===== config.mk =====
export PLATFORM = sky130hd
export DESIGN_NAME = mc_ctrl_fsm
export DESIGN_NICKNAME = d
export VERILOG_FILES = /design/src/rtl/mc_ctrl_pkg.sv /design/src/rtl/mc_alu_decoder.sv /design/src/rtl/mc_ctrl_fsm.sv
export SDC_FILE = /design/constraint.sdc
export NUM_CORES = 1
export LEC_CHECK = 0
export BUFFER_PORTS_ARGS = -buffer_cell sky130_fd_sc_hd__buf_2
export CAP_MARGIN = 20
export CORE_AREA = 4 4 46 48
export DETAILED_ROUTE_END_ITERATION = 8
export DIE_AREA = 0 0 50 52
export PLACE_DENSITY_LB_ADDON = 0.1
export SLEW_MARGIN = 20
export SYNTH_ARGS = -nofsm -noshare
export SYNTH_HDL_FRONTEND = slang
export SYNTH_SLANG_ARGS = --single-unit

===== constraint.sdc =====
create_clock -name clk -period 1.6 [get_ports clk]
set_input_delay 0 -clock clk [delete_from_list [all_inputs] [get_ports clk]]
set_output_delay 0 -clock clk [all_outputs]
set_load 0.02 [all_outputs]

===== src/rtl/mc_ctrl_pkg.sv =====
// Shared encodings for the multicycle RV32I controller: opcodes, funct3
// values, FSM state codes and datapath mux / ALU / immediate selects.
package mc_ctrl_pkg;

  localparam int unsigned OPCODE_W = 7;
  localparam int unsigned FUNCT3_W = 3;
  localparam int unsigned STATE_W  = 4;

  // Major opcodes handled by the controller
  localparam logic [OPCODE_W-1:0] OP_RTYPE  = 7'b0110011;
  localparam logic [OPCODE_W-1:0] OP_ITYPE  = 7'b0010011;
  localparam logic [OPCODE_W-1:0] OP_LOAD   = 7'b0000011;
  localparam logic [OPCODE_W-1:0] OP_STORE  = 7'b0100011;
  localparam logic [OPCODE_W-1:0] OP_BRANCH = 7'b1100011;
  localparam logic [OPCODE_W-1:0] OP_JAL    = 7'b1101111;

  // funct3 values with a defined ALU meaning
  localparam logic [FUNCT3_W-1:0] F3_ADD_SUB = 3'b000;
  localparam logic [FUNCT3_W-1:0] F3_SLT     = 3'b010;
  localparam logic [FUNCT3_W-1:0] F3_OR      = 3'b110;
  localparam logic [FUNCT3_W-1:0] F3_AND     = 3'b111;
  localparam logic [FUNCT3_W-1:0] F3_BEQ     = 3'b000;

  // FSM states; encodings not listed fall back to FETCH
  typedef enum logic [STATE_W-1:0] {
    S_FETCH     = 4'd0,
    S_DECODE    = 4'd1,
    S_MEM_ADR   = 4'd2,
    S_MEM_READ  = 4'd3,
    S_MEM_WB    = 4'd4,
    S_MEM_WRITE = 4'd5,
    S_EXEC_R    = 4'd6,
    S_EXEC_I    = 4'd7,
    S_ALU_WB    = 4'd8,
    S_BEQ       = 4'd9,
    S_JAL       = 4'd10,
    S_ILLEGAL   = 4'd11
  } state_e;

  // ALU operation class requested by the FSM
  localparam logic [1:0] ALUOP_ADD   = 2'b00;
  localparam logic [1:0] ALUOP_SUB   = 2'b01;
  localparam logic [1:0] ALUOP_FUNCT = 2'b10;

  // ALU control codes
  localparam logic [2:0] ALU_AND = 3'b000;
  localparam logic [2:0] ALU_OR  = 3'b001;
  localparam logic [2:0] ALU_ADD = 3'b010;
  localparam logic [2:0] ALU_SUB = 3'b110;
  localparam logic [2:0] ALU_SLT = 3'b111;

  // Immediate format select
  localparam logic [1:0] IMM_I = 2'b00;
  localparam logic [1:0] IMM_S = 2'b01;
  localparam logic [1:0] IMM_B = 2'b10;
  localparam logic [1:0] IMM_J = 2'b11;

  // ALU operand A select
  localparam logic [1:0] SRCA_PC    = 2'b00;
  localparam logic [1:0] SRCA_OLDPC = 2'b01;
  localparam logic [1:0] SRCA_RD1   = 2'b10;

  // ALU operand B select
  localparam logic [1:0] SRCB_RD2  = 2'b00;
  localparam logic [1:0] SRCB_IMM  = 2'b01;
  localparam logic [1:0] SRCB_FOUR = 2'b10;

  // Result mux select
  localparam logic [1:0] RES_ALUOUT    = 2'b00;
  localparam logic [1:0] RES_READDATA  = 2'b01;
  localparam logic [1:0] RES_ALURESULT = 2'b10;

endpackage


===== src/rtl/mc_alu_decoder.sv =====
// ALU control decode: maps the FSM's ALU op class plus funct fields to an
// ALU control code, and flags funct3 values the controller does not support.
module mc_alu_decoder
  import mc_ctrl_pkg::*;
(
  input  logic [1:0] aluop,
  input  logic [2:0] funct3,
  input  logic       func7_bit5,
  input  logic       is_rtype,
  output logic [2:0] alu_control,
  output logic       bad_funct
);

  logic [2:0] funct_ctrl;

  // funct3 decode; SUB only for R-type with instr[30] set (ADDI ignores it)
  always_comb begin
    funct_ctrl = ALU_ADD;
    bad_funct  = 1'b0;
    case (funct3)
      F3_ADD_SUB: funct_ctrl = (is_rtype && func7_bit5) ? ALU_SUB : ALU_ADD;
      F3_SLT:     funct_ctrl = ALU_SLT;
      F3_OR:      funct_ctrl = ALU_OR;
      F3_AND:     funct_ctrl = ALU_AND;
      default:    bad_funct  = 1'b1;
    endcase
  end

  // Select between fixed ADD/SUB and the funct-derived operation
  always_comb begin
    alu_control = ALU_ADD;
    case (aluop)
      ALUOP_SUB:   alu_control = ALU_SUB;
      ALUOP_FUNCT: alu_control = funct_ctrl;
      default:     alu_control = ALU_ADD;
    endcase
  end

endmodule


===== src/rtl/mc_ctrl_fsm.sv =====
// Multicycle RV32I control FSM: sequences fetch/decode/execute/memory/
// writeback for R, I-ALU, LW, SW and BEQ with a memory ready handshake and
// illegal-instruction detection. Optional JAL support: define MC_CTRL_JAL_EN.
// Outputs decode the registered state; the enables are additionally
// qualified by mem_ready/zero and forced low while reset is asserted so a
// reset aborts an in-flight access in the same cycle.
module mc_ctrl_fsm
  import mc_ctrl_pkg::*;
#(
  parameter int unsigned ALU_CTRL_W   = 3,
  parameter bit          ILLEGAL_HALT = 1'b1
) (
  input  logic                  clk,
  input  logic                  reset,
  input  logic [6:0]            opcode,
  input  logic [2:0]            funct3,
  input  logic                  func7_bit5,
  input  logic                  zero,
  input  logic                  mem_ready,
  output logic                  mem_req,
  output logic                  pcwrite,
  output logic                  adrsource,
  output logic                  memwrite,
  output logic                  irwrite,
  output logic                  regwrite,
  output logic [1:0]            imm_source,
  output logic [1:0]            alu_source_a,
  output logic [1:0]            alu_source_b,
  output logic [ALU_CTRL_W-1:0] alu_control,
  output logic [1:0]            resultsource,
  output logic                  illegal_instr
);

  state_e     state_q, state_d;
  logic [1:0] aluop;
  logic [2:0] alu_ctrl3;
  logic       bad_funct;
  logic       is_rtype;

  assign is_rtype = (opcode == OP_RTYPE);

  mc_alu_decoder u_alu_dec (
    .aluop       (aluop),
    .funct3      (funct3),
    .func7_bit5  (func7_bit5),
    .is_rtype    (is_rtype),
    .alu_control (alu_ctrl3),
    .bad_funct   (bad_funct)
  );

  // State register with synchronous reset to FETCH
  always_ff @(posedge clk) begin
    if (reset) state_q <= S_FETCH;
    else       state_q <= state_d;
  end

  // Next-state logic
  always_comb begin
    state_d = state_q;
    case (state_q)
      S_FETCH:     if (mem_ready) state_d = S_DECODE;
      S_DECODE: begin
        case (opcode)
          OP_RTYPE:           state_d = bad_funct ? S_ILLEGAL : S_EXEC_R;
          OP_ITYPE:           state_d = bad_funct ? S_ILLEGAL : S_EXEC_I;
          OP_LOAD, OP_STORE:  state_d = S_MEM_ADR;
          OP_BRANCH:          state_d = (funct3 == F3_BEQ) ? S_BEQ : S_ILLEGAL;
`ifdef MC_CTRL_JAL_EN
          OP_JAL:             state_d = S_JAL;
`endif
          default:            state_d = S_ILLEGAL;
        endcase
      end
      S_MEM_ADR:   state_d = (opcode == OP_STORE) ? S_MEM_WRITE : S_MEM_READ;
      S_MEM_READ:  if (mem_ready) state_d = S_MEM_WB;
      S_MEM_WB:    state_d = S_FETCH;
      S_MEM_WRITE: if (mem_ready) state_d = S_FETCH;
      S_EXEC_R:    state_d = S_ALU_WB;
      S_EXEC_I:    state_d = S_ALU_WB;
      S_ALU_WB:    state_d = S_FETCH;
      S_BEQ:       state_d = S_FETCH;
`ifdef MC_CTRL_JAL_EN
      S_JAL:       state_d = S_ALU_WB;
`endif
      S_ILLEGAL:   state_d = ILLEGAL_HALT ? S_ILLEGAL : S_FETCH;
      default:     state_d = S_FETCH;
    endcase
  end

  // Per-state datapath controls; enables gated off during reset
  always_comb begin
    mem_req       = 1'b0;
    pcwrite       = 1'b0;
    adrsource     = 1'b0;
    memwrite      = 1'b0;
    irwrite       = 1'b0;
    regwrite      = 1'b0;
    imm_source    = IMM_I;
    alu_source_a  = SRCA_PC;
    alu_source_b  = SRCB_RD2;
    resultsource  = RES_ALUOUT;
    illegal_instr = 1'b0;
    aluop         = ALUOP_ADD;
    case (state_q)
      S_FETCH: begin
        mem_req      = 1'b1;
        alu_source_a = SRCA_PC;
        alu_source_b = SRCB_FOUR;
        resultsource = RES_ALURESULT;
        irwrite      = mem_ready;
        pcwrite      = mem_ready;
      end
      S_DECODE: begin
        alu_source_a = SRCA_OLDPC;
        alu_source_b = SRCB_IMM;
        imm_source   = IMM_B;
`ifdef MC_CTRL_JAL_EN
        if (opcode == OP_JAL) imm_source = IMM_J;
`endif
      end
      S_MEM_ADR: begin
        alu_source_a = SRCA_RD1;
        alu_source_b = SRCB_IMM;
        imm_source   = (opcode == OP_STORE) ? IMM_S : IMM_I;
      end
      S_MEM_READ: begin
        mem_req   = 1'b1;
        adrsource = 1'b1;
      end
      S_MEM_WB: begin
        resultsource = RES_READDATA;
        regwrite     = 1'b1;
      end
      S_MEM_WRITE: begin
        mem_req   = 1'b1;
        adrsource = 1'b1;
        memwrite  = 1'b1;
      end
      S_EXEC_R: begin
        alu_source_a = SRCA_RD1;
        alu_source_b = SRCB_RD2;
        aluop        = ALUOP_FUNCT;
      end
      S_EXEC_I: begin
        alu_source_a = SRCA_RD1;
        alu_source_b = SRCB_IMM;
        imm_source   = IMM_I;
        aluop        = ALUOP_FUNCT;
      end
      S_ALU_WB: begin
        resultsource = RES_ALUOUT;
        regwrite     = 1'b1;
      end
      S_BEQ: begin
        alu_source_a = SRCA_RD1;
        alu_source_b = SRCB_RD2;
        aluop        = ALUOP_SUB;
        resultsource = RES_ALUOUT;
        pcwrite      = zero;
      end
`ifdef MC_CTRL_JAL_EN
      S_JAL: begin
        alu_source_a = SRCA_OLDPC;
        alu_source_b = SRCB_FOUR;
        imm_source   = IMM_J;
        resultsource = RES_ALUOUT;
        pcwrite      = 1'b1;
      end
`endif
      S_ILLEGAL:   illegal_instr = 1'b1;
      default: ;
    endcase
    if (reset) begin
      mem_req  = 1'b0;
      pcwrite  = 1'b0;
      memwrite = 1'b0;
      irwrite  = 1'b0;
      regwrite = 1'b0;
    end
  end

  assign alu_control = ALU_CTRL_W'(alu_ctrl3);

endmodule


==> flow_metrics.tcl <==
set metrics [dict create \
    cp.required_ps 1600 \
    final_cell_mix "buf_2, nor2_1, buf_4" \
    die_w_um 50 \
    hold_depth 3 \
    stdcell_count 150 \
    reg_top3 "state_q x4" \
    async_flop_share_pct 0 \
    worst_hold_path.endpoint "state_q[2]$_SDFFE_PP0P_" \
    grt_pass1_wl_um 3080 \
    fin_crit_sh_pct 105 \
    hold_ws_ps 60.2 \
    ys_ff_latch 4 \
    dpl.hpwl_um 1390 \
    yosys.area.top_type_share_pct 13.4 \
    coreArea_um2 1710 \
    status "finished, violations left" \
    clock_latency_ps 260 \
    max_cap_viol_count 0 \
    cts_buffers 3 \
    synthesis.area_um2 597 \
    drive_above_1_share_pct 45.6 \
    worstPathCellList "buf_4, nand3b_1, ha_4, nor4bb_4, buf_4" \
    synth_edf_count 0 \
    io_buffer_count 32 \
    yosysSeqAreaShare_pct 13.4 \
    first_pass_iters 4 \
    skew_ps 1.90 \
    layout_commonest_cell "buf_2" \
    clk_pin_slew_ps 50 \
    yosysTopAreaCell "dfxtp_1" \
    ir_worst_vdd_mv 0.614 \
    p_per_area_nw_per_um2 1080 \
    r2r_end "state_q[1]$_SDFFE_PP0P_" \
    cts_root_buf "clkbuf_4" \
    rows 15 \
    synth-main-ff-cell "dfxtp_1" \
    critical_path.top_delay_family "simple AND/OR/NAND/NOR gates" \
    ff2ff_path_depth 5 \
    syn_nets 106 \
    drt_iter0_markers 12 \
    ys_warn_count 0 \
    final.setup.worst_slack_ps -74.4 \
    cts_buffer_depth 2 \
    antenna_found_initial 0 \
    path_common_cell "buf_4" \
    slew_headroom_pct 69.1 \
    crit_path_end_kind "output port" \
    cts_hold_buf 0 \
    syn_avg_cell_area_um2 6.71 \
    wl_per_cell_um 12.8 \
    dp.cells 145 \
    power.leakage_nw 0.445 \
    grt_pass1_vias 683 \
    crit_fanout 6 \
    via_per_inst 5.15 \
    rsz0062_at_grt "yes" \
    setup_violations 3 \
    netlist-cell-type-count 36 \
    path_buf_inv 2 \
    synth_area_leaders "dfxtp_1, nor2_1, inv_1" \
    min_period_ps 1670 \
    cp-start-kind "register" \
    hold_start "opcode[4]" \
    final_net_count 144 \
    hold_class "primary input to register" \
    drt-total-wl_um 1920 \
    die-area_um2 2600 \
    grt_use_total_pct 15.6 \
    violations "setup timing" \
    worstSetupPathType "register to output port" \
    hold_violations 0 \
    crit_slowest_cell "dfxtp_2" \
    die_y_um 52 \
    grt_max_degree 13 \
    via_count 772 \
    gr-total-overflow 0 \
    arrival_ps 1670 \
    fill_cells 178 \
    r2r_start "state_q[1]$_SDFFE_PP0P_" \
    gp_congestion 0.798 \
    diodes 0 \
    cts_tree "done" \
    worstMarginPinSlew_ps 458 \
    largest-register "state_q" \
    fmax_ghz 0.597 \
    largest_reg_flops 4 \
    r2r_slack_ps 90 \
    cp_slowest_stage_delay_ps 330 \
    io_pins 33 \
    drc 0 \
    ant_nets 0 \
    h-tree-depth 1 \
    clock-sinks 4 \
    initial_core_util_pct 34.9 \
    synth_cells 89 \
    area_delta_synth_final_pct 55.8 \
    slew_violations 0 \
]
where the power goes:
part / internal (mW) / switching, mW / leakage (nW)
Clock: 0.0856 / 0.0669 / 0.0138
Combinational: 0.299 / 0.391 / 0.396
Sequential: 0.127 / 0.0299 / 0.0344
Total: 0.512 / 0.488 / 0.445
layer usage:
layer	GRT usage (%)	wire length, um
met1	20.1	874
met2	22.8	889
met3	5.73	120
met4	6.91	32
met5	0	0
worst register-to-register path, stage by stage, from the launching register on:
cell and delay (ps):
dfxtp_2 320, buf_4 150, or4b_4 570, nor2_2 110
o31ai_1 70, o311ai_0 130
kinds of logic (layout without fill, tap and decap cells):
family	count (synthesis)	in the layout	share of synthesized area, %
compound gates	20	20	23.1
xor+xnor	2	2	2.94
fa+ha+maj	2	2	4.19
buf+inv	16	52	11.9
flops	4	4	13.4
mux	1	1	1.68
simple gates	44	44	42.8
cell usage after synthesis (2+ instances only):
cell type	count
nor2_1	10
inv_1	9
nand2_1	5
a21oi_1	4
dfxtp_1	4
nand2b_1	4
nor3_1	4
nor4_1	4
buf_2	3
clkbuf_1	3
nand4_1	3
nor2b_1	3
o21ai_0	3
a21o_1	2
ha_1	2
nand3_1	2
nand3b_1	2
nor3b_1	2
o31ai_1	2
xnor2_1	2
area by class of cell:
cell class / count / area [um^2] / area share (%)
Sequential cell: 4 / 85.1 / 9.15
Tap cell: 25 / 31.3 / 3.36
Timing Repair Buffer: 40 / 235 / 25.3
Inverter: 9 / 33.8 / 3.63
Multi-Input combinational cell: 69 / 522 / 56.1
Clock buffer: 3 / 22.5 / 2.42
metrics by stage:
stage | util (%) | setup TNS [ps] | power, mW | worst slack (ps) | area, um^2
floorplan | - | -200 | 0.603 | -93.6 | 609
global placement | 47.3 | 0 | 0.785 | 45.6 | 808
detailed placement | 47.3 | -12.4 | 0.779 | -12.4 | 808
CTS | 51.6 | -185 | 0.963 | -103 | 882
global route | 54.4 | -473 | 1.07 | -156 | 930
finish | 54.4 | -190 | 1.00 | -74.4 | 930
how the worst max path moves through the flow:
| stage | startpoint | end | slack [ps] | depth (start not counted) |
|---|---|---|---|---|
| 6_report | state_q[1]$_SDFFE_PP0P_ | alu_control[0] | -70 | 5 |
| 5_1_grt | state_q[1]$_SDFFE_PP0P_ | alu_control[1] | -160 | 6 |
| 4_1_cts | state_q[1]$_SDFFE_PP0P_ | alu_control[0] | -100 | 5 |
| 3_5_place_dp | state_q[0]$_SDFFE_PP0P_ | alu_control[0] | -10 | 5 |
| 3_3_place_gp | state_q[1]$_SDFFE_PP0P_ | alu_control[0] | 50 | 5 |
| 2_1_floorplan | state_q[1]$_SDFFE_PP0P_ | alu_control[2] | -90 | 5 |
repair_timing:
item / CTS / global route
pin swaps: 4 / 5
setup endpoints to repair: 3 / 10
buffers inserted: 1 / 1
gates resized for setup: 10 / 9
Note: power is estimated with default switching activity, not from simulation.
